$ cat src/rtl/proc_ctrl_pkg.sv
// Shared types and field-position helpers for the single-step processor controller.
package proc_ctrl_pkg;

  typedef enum logic [1:0] {
    OP_LOAD = 2'd0,
    OP_MOVE = 2'd1,
    OP_ADD  = 2'd2,
    OP_SUB  = 2'd3
  } opcode_t;

  typedef enum logic [1:0] {
    T0 = 2'd0,
    T1 = 2'd1,
    T2 = 2'd2,
    T3 = 2'd3
  } tstep_t;

  typedef enum logic [1:0] {
    BUS_NONE = 2'd0,
    BUS_DIN  = 2'd1,
    BUS_REG  = 2'd2,
    BUS_G    = 2'd3
  } bus_sel_t;

  localparam int OP_W = 2;

  // Fields pack from the top of the word: op, rx, ry, then unused low bits.
  function automatic int op_lsb(input int data_w);
    return data_w - OP_W;
  endfunction

  function automatic int rx_lsb(input int data_w, input int reg_w);
    return data_w - OP_W - reg_w;
  endfunction

  function automatic int ry_lsb(input int data_w, input int reg_w);
    return data_w - OP_W - 2 * reg_w;
  endfunction

endpackage

$ cat src/rtl/step_edge.sv
// Registers a debounced button level and emits a one-cycle pulse on its rising edge.
module step_edge (
  input  logic clk,
  input  logic rst_n,
  input  logic step,
  output logic adv
);

  logic step_d;
  logic step_q;

  always_comb begin
    step_d = step;
  end

  // NOTE: sequential state uses non-blocking assignments so every flop samples pre-edge values.
  always_ff @(posedge clk or negedge rst_n) begin
    if (!rst_n) begin
      // Reset high: a button held through reset must not look like a fresh press.
      step_q <= 1'b1;
    end else begin
      step_q <= step_d;
    end
  end

  assign adv = step & ~step_q;

endmodule

$ cat src/rtl/step_controller.sv
// Single-step control unit: one timestep per button press, decodes ir into bus selects and strobes.
// Build option: define AUTO_RUN_EN to add a `run` input that advances every clock while high.
module step_controller
  import proc_ctrl_pkg::*;
#(
  parameter int DATA_W = 10,
  parameter int NREG   = 4
) (
  input  logic                     clk,
  input  logic                     rst_n,
  input  logic                     step,
`ifdef AUTO_RUN_EN
  input  logic                     run,
`endif
  input  logic [DATA_W-1:0]        din,
  output logic [DATA_W-1:0]        ir,
  output logic [1:0]               timestep,
  output logic [1:0]               bus_sel,
  output logic [$clog2(NREG)-1:0]  reg_sel,
  output logic [NREG-1:0]          reg_we,
  output logic                     a_we,
  output logic                     g_we,
  output logic                     alu_sub,
  output logic                     done
);

  localparam int REG_W  = $clog2(NREG);
  localparam int OP_LSB = op_lsb(DATA_W);
  localparam int RX_LSB = rx_lsb(DATA_W, REG_W);
  localparam int RY_LSB = ry_lsb(DATA_W, REG_W);

  logic btn_adv;
  logic adv;

  step_edge u_step_edge (
    .clk   (clk),
    .rst_n (rst_n),
    .step  (step),
    .adv   (btn_adv)
  );

`ifdef AUTO_RUN_EN
  assign adv = btn_adv | run;
`else
  assign adv = btn_adv;
`endif

  tstep_t            ts_q, ts_d;
  logic [DATA_W-1:0] ir_q, ir_d;

  opcode_t           op;
  logic [REG_W-1:0]  rx;
  logic [REG_W-1:0]  ry;

  assign op = opcode_t'(ir_q[OP_LSB +: OP_W]);
  assign rx = ir_q[RX_LSB +: REG_W];
  assign ry = ir_q[RY_LSB +: REG_W];

  always_ff @(posedge clk or negedge rst_n) begin
    if (!rst_n) begin
      ts_q <= T0;
      ir_q <= '0;
    end else begin
      ts_q <= ts_d;
      ir_q <= ir_d;
    end
  end

  bus_sel_t         bus_d;
  logic [REG_W-1:0] reg_sel_d;
  logic             alu_sub_d;
  logic             wr_rx;
  logic             a_we_d;
  logic             g_we_d;
  logic             done_d;

  // NOTE: every output of this block gets a default first, so no path can infer a latch.
  always_comb begin
    ts_d      = ts_q;
    ir_d      = ir_q;
    bus_d     = BUS_NONE;
    reg_sel_d = '0;
    alu_sub_d = 1'b0;
    wr_rx     = 1'b0;
    a_we_d    = 1'b0;
    g_we_d    = 1'b0;
    done_d    = 1'b0;

    case (ts_q)
      T0: begin
        bus_d = BUS_DIN;
        if (adv) begin
          ir_d = din;
          ts_d = T1;
        end
      end

      T1: begin
        case (op)
          OP_LOAD: begin
            bus_d = BUS_DIN;
            if (adv) begin
              wr_rx  = 1'b1;
              done_d = 1'b1;
              ts_d   = T0;
            end
          end
          OP_MOVE: begin
            bus_d     = BUS_REG;
            reg_sel_d = ry;
            if (adv) begin
              wr_rx  = 1'b1;
              done_d = 1'b1;
              ts_d   = T0;
            end
          end
          default: begin
            // ADD/SUB: first operand goes to A.
            bus_d     = BUS_REG;
            reg_sel_d = rx;
            if (adv) begin
              a_we_d = 1'b1;
              ts_d   = T2;
            end
          end
        endcase
      end

      T2: begin
        bus_d     = BUS_REG;
        reg_sel_d = ry;
        alu_sub_d = (op == OP_SUB);
        if (adv) begin
          g_we_d = 1'b1;
          ts_d   = T3;
        end
      end

      T3: begin
        bus_d = BUS_G;
        if (adv) begin
          wr_rx  = 1'b1;
          done_d = 1'b1;
          ts_d   = T0;
        end
      end

      default: begin
        if (adv) begin
          ts_d = T0;
        end
      end
    endcase
  end

  assign ir       = ir_q;
  assign timestep = ts_q;
  assign bus_sel  = bus_d;
  assign reg_sel  = reg_sel_d;
  assign alu_sub  = alu_sub_d;
  assign reg_we   = wr_rx ? (NREG'(1) << rx) : '0;
  assign a_we     = a_we_d;
  assign g_we     = g_we_d;
  assign done     = done_d;

endmodule

$ cat config.mk
export PLATFORM = sky130hd
export DESIGN_NAME = step_controller
export DESIGN_NICKNAME = d
export VERILOG_FILES = /design/src/rtl/proc_ctrl_pkg.sv /design/src/rtl/step_edge.sv /design/src/rtl/step_controller.sv
export SDC_FILE = /design/constraint.sdc
export NUM_CORES = 1
export LEC_CHECK = 0
export ABC_CLOCK_PERIOD_IN_PS = 2000
export CORE_MARGIN = 2
export CORE_UTILIZATION = 40
export CTS_CLUSTER_DIAMETER = 40
export DETAILED_ROUTE_END_ITERATION = 16
export HOLD_SLACK_MARGIN = 0.1
export PLACE_DENSITY = 0.85
export SYNTH_ARGS = -nofsm -noshare
export SYNTH_HDL_FRONTEND = slang
export SYNTH_SLANG_ARGS = --single-unit
$ cat constraint.sdc
create_clock -name clk -period 2 [get_ports clk]
set_input_delay 0.4 -clock clk [delete_from_list [all_inputs] [get_ports clk]]
set_output_delay 0.4 -clock clk [all_outputs]
set_load 0.05 [all_outputs]
* After elaboration in Yosys (flattened, before gate mapping)
Cells that the tools add are included.
** Storage, ports and cells
- Bits in registers :: 13
- Output and inout bits :: 24
- Word-level logic and storage cells :: 37
** Cells by class
- Eq/ne operators :: 8
- Shift operators :: 1
- Muxes and demuxes :: 18
- Bitwise gates (word level) :: 2
- Reduce and logical (&&, ||, !) cells :: 5
** Operators by type and width (count)
- case mux 2 bit (4 select lines) :: 2
- 2-to-1 mux 2 bit :: 6
- case mux 2 bit (2 select lines) :: 2
- equality test 2 bit, second input constant :: 3
- 2-to-1 mux 1 bit :: 6
- equality test 2 x 1 -> 1 bit, second input constant :: 2
- zero test 2 bit :: 2
- 2-to-1 mux 4 bit :: 1
- inequality test 2 bit, second input constant :: 2
- << shifter 1 x 2 -> 4 bit, first input constant :: 1
- inequality test 3 bit, second input constant :: 1
- AND reduction 3 bit :: 1
- case mux 1 bit (2 select lines) :: 1
- AND reduction 2 bit :: 1
- OR reduction 2 bit :: 1
- bitwise AND 1 bit :: 1
- inverter 1 bit :: 1

* Longest topological paths before layout
- Depth after elaboration :: 6
- Gate-level depth with buffers :: 6
- Gate-level depth less buffers :: 6

* Modules after synthesis
Synthesis repeated with hierarchy kept, for this count alone.
** Unflattened totals
- Cells, all modules :: 64
- Area, all modules :: 737.0 um^2
** By module, submodules not included
- step_controller :: instances 1, cells each 62, area an instance 696.9 um^2
- step_edge :: instances 1, cells each 2, area an instance 40.0 um^2

* Worst setup path before layout
Ideal clock, no wire load.
- Path kind :: reg-to-output
- From :: register ts_q[1], in the netlist timestep[1]
- To :: output port reg_we[2]
- Arrival time :: 2.493 ns
- Required time :: 1.600 ns
- Slack :: -0.893 ns
- Stages on the path, launching flop included :: 6
- Path buffers :: 0
- Path through :: dfrtp_1 -> inv_1 -> ha_1 -> nor2b_2 -> o21ai_2 -> nor3b_1
** On the way
- Word-level cells in the longest chain between the ends :: 3
- Elaborated cells between the ends (all ways) :: 4
** RTL lines
- start: declaration :: line step_controller.sv:48 : tstep_t ts_q, ts_d;
- start signal: assignment :: line step_controller.sv:64 : ts_q <= ts_d;
- equality test 2 bit or equality test 2 x 1 -> 1 bit (tied branches) :: line step_controller.sv:89 : case (ts_q)
- case mux 1 bit (2 select lines) (*) :: line step_controller.sv:89
- 2-to-1 mux 4 bit (*) :: line step_controller.sv:161 : assign reg_we = wr_rx ? (NREG'(1) << rx) : '0;
- end: declaration :: line step_controller.sv:20 : output logic [NREG-1:0] reg_we,
Every way passes the cells marked *; elsewhere a longest branch is shown, timed or not.

* Final worst setup path
- From :: register ts_q[1], in the netlist timestep[1]
- To :: output port reg_sel[1]
** On the way
- Word-level cells in the longest chain between the ends :: 2
- Elaborated cells between the ends (all ways) :: 3
** RTL lines
- equality test 2 bit or equality test 2 x 1 -> 1 bit (tied branches) :: line step_controller.sv:89
- case mux 2 bit (2 select lines) (*) :: line step_controller.sv:89
- end: declaration :: line step_controller.sv:19 : output logic [$clog2(NREG)-1:0] reg_sel,
Marked as above.

==> results.toml <==
[run_status]
status = "complete, but fails checks"
violations = "negative setup slack"

[yosys]
ys_ff_latch = 13
yosysSeqAreaShare_pct = 41.1
synth_top_cell_by_area = "dfrtp_1"
syn_inst = 61
syn_area_um2 = 795
synth-edff-count = 0
yosys-top-cells-area = "dfrtp_1 38%, mux2_4 21%, ha_1 7.9%, dfstp_2 3.3%, a32o_2 2.8%"
synth_cell_types = 26
synth_warnings = 0
yosys-top-cells-count = "12 x dfrtp_1, 11 x mux2_4, 5 x ha_1"
ys_async_sr_fraction_pct = 100
synthFlopType = "dfrtp_1"
synth_most_common_cell = "dfrtp_1"
syn_avg_cell_area_um2 = 13.0
synthesis.nets = 79
synth_top_area_share_pct = 37.8

[floorplan]
dieWidth_um = 48.6
fp.dieH_um = 48.6
rows = 16
core_area_mm2 = 0.00192
die_area_mm2 = 0.00236
initial_core_util_pct = 41.3
pin_count = 37

[global_route]
met2_usage_pct = 35.9
grt_pass1_vias = 775
grt_overflow = 0
antenna_found_initial = 0
grt_usage_pct = 20.2
grt.met1_usage_pct = 24.8
grt_pass1_wl_mm = 3.67
top_usage_layer = "met2"
grt_max_degree = 14
grt_util_met3_pct = 2.47

[cts]
h-tree-depth = 1
clockBufferDepth = 2
cts_sinks = 13
cts_buffers = 3
cts_tree = "built"
cts_root_buf = "clkbuf_4"
clk_latency_ns = 0.27
clkTransAtPathRegs_ns = 0.08

[placed_design]
gp_congestion = 0.726
detailed_place_hpwl_mm = 1.56
portBuffers = 36

[setup_path]
worstPathArrival_ns = 1.72
r2r-start = "u_step_edge.step_q"
critical_path.endpoint_type = "output pin"
critPathMaxFanout = 4
critPathSlowestCell = "dfrtp_2"
startpoint = "timestep[1]"
crit_required_ns = 1.60
crit_path_start_kind = "flop"
worstSetupPathType = "reg -> out"
critPathMaxStageDelay_ns = 0.46
crit_path_cell_trace = "inv_4 -> buf_4 -> ha_4 -> and3_4 -> a32o_2 -> buf_12"

[timing]
setup_viol = 7
fmaxAchievable_mhz = 472
final_hold_viol_count = 0
fin_skew_ns = 0.00261
worst_pin_slew_ns = 0.555
relSlewSlack_pct = 62.9
layout_min_cycle_time_ns = 2.12
rsz0062_at_grt = "true"
slew_viol_final = 0
holdWs_ns = 0.298
fin_setup_tns_ns = -0.455
setup_slack_ns = -0.117
fin_crit_sh_pct = 106

[drt]
wl_per_cell_um = 15.8
vias_per_cell = 4.91
antenna_left = 0
wirelength_mm = 2.21
detail_route.iter0.violations = 13
drcViolationCount = 0
vias = 687
dr.pass1.iters = 4

[worst_hold_path]
hold_class = "in -> reg"
hp-start = "step"

[finish]
synthToLayoutAreaGrowth_pct = 92.1
multi_input_area_um2 = 553
layout.nets = 132
post-route-util_pct = 79.4
diodes = 0
post_route_cells_drive_above_1_share_pct = 63.7
fill_cells = 126
layout.area.seq_um2 = 329

[power_and_ir_drop]
p_leak_uw = 0.000704
max-vdd-ir-drop_mv = 1.17
p_per_area_mw_per_mm2 = 1780

[run]
drv_cap = 0
-- cells in the final DEF (no fill, tap or decap), types with 2 or more instances in the layout --
master / n
a32o_2: 2
and3_4: 2
buf_12: 11
buf_4: 18
buf_6: 2
clkbuf_4: 3
clkdlybuf4s50_1: 17
dfrtp_1: 10
dfrtp_2: 2
ha_4: 4
inv_4: 3
mux2_4: 11
nor2_1: 3
nor2b_4: 2
nor3b_4: 2
o21ai_0: 2
-- timing repair --
action / 4_1_cts / 5_1_grt
setup endpoints to repair: 9 / 11
hold buffers: 0 / 0
resized for setup: 8 / 5
pin swaps: 5 / 2
setup buffers: 4 / 6
-- logic make-up (layout without fill, tap and decap cells) --
kind of cell    count (synthesis)  in the layout  synth area share [%]
simple gates                   15             15                  14.3
flops                          13             13                  41.1
compound gates                 12             12                  12.6
mux                            11             11                  20.8
fa+ha+maj                       5              5                  7.87
buf+inv                         5             57                  3.31
-- power breakdown --
group / internal, µW / switching, µW
Clock: 74.0 / 87.4
Combinational: 885 / 1100
Sequential: 388 / 191
Total: 1350 / 1380
-- flip-flops by register name, summed over array words and instances (netlist names) --
register            flops
timestep                2
u_step_edge.step_q      1
ir                     10
-- per-stage QoR --
stage,instance area [µm²],setup WS (ns),total power (µW),cells
6_report,1530,-0.117,2720,140
5_1_grt,1530,-0.179,2860,140
4_1_cts,1450,-0.108,2630,134
3_5_place_dp,1370,-0.0647,2380,126
3_3_place_gp,1370,-0.0228,2340,126
2_1_floorplan,867,-0.0837,1760,61
-- metal layers --
| layer | routed length (µm) | vias up |
|---|---|---|
| li1 | - | 328 |
| met4 | 25 | 0 |
| met3 | 82 | 2 |
| met2 | 1200 | 22 |
| met1 | 901 | 335 |
| met5 | 0 | - |
-- final timing paths --
check / to / slack (ns) / cells past startpoint
max: reg_sel[1] / -0.12 / 6
min: u_step_edge.step_q / 0.30 / 1
max reg2reg: ir[0] / 0.44 / 6
min reg2reg: ir[2] / 0.53 / 1
max in group asynchronous: timestep[0] / 1.12 / 1
min in group asynchronous: ir[1] / 0.48 / 1
-- critical path, delay by kind of cell, from the launching register on --
kind | cells | cell delay (ns)
AND/OR/NAND/NOR | 1 | 0.18
adder cells (fa/ha/maj) | 1 | 0.20
flip-flops | 1 | 0.46
AO/OA/AOI/OAI | 1 | 0.25
buffers and inverters | 3 | 0.36
-- cell type report --
class                   count  share of cell area, %
repair buffers             49                   36.7
multi-input cells          43                   36.2
flip-flops and latches     13                   21.6
well taps                  27                   2.21
clock buffers               3                   1.48
inverters                   4                   1.48
clock inverters             1                  0.328
Note: power is estimated with default switching activity, not from simulation.
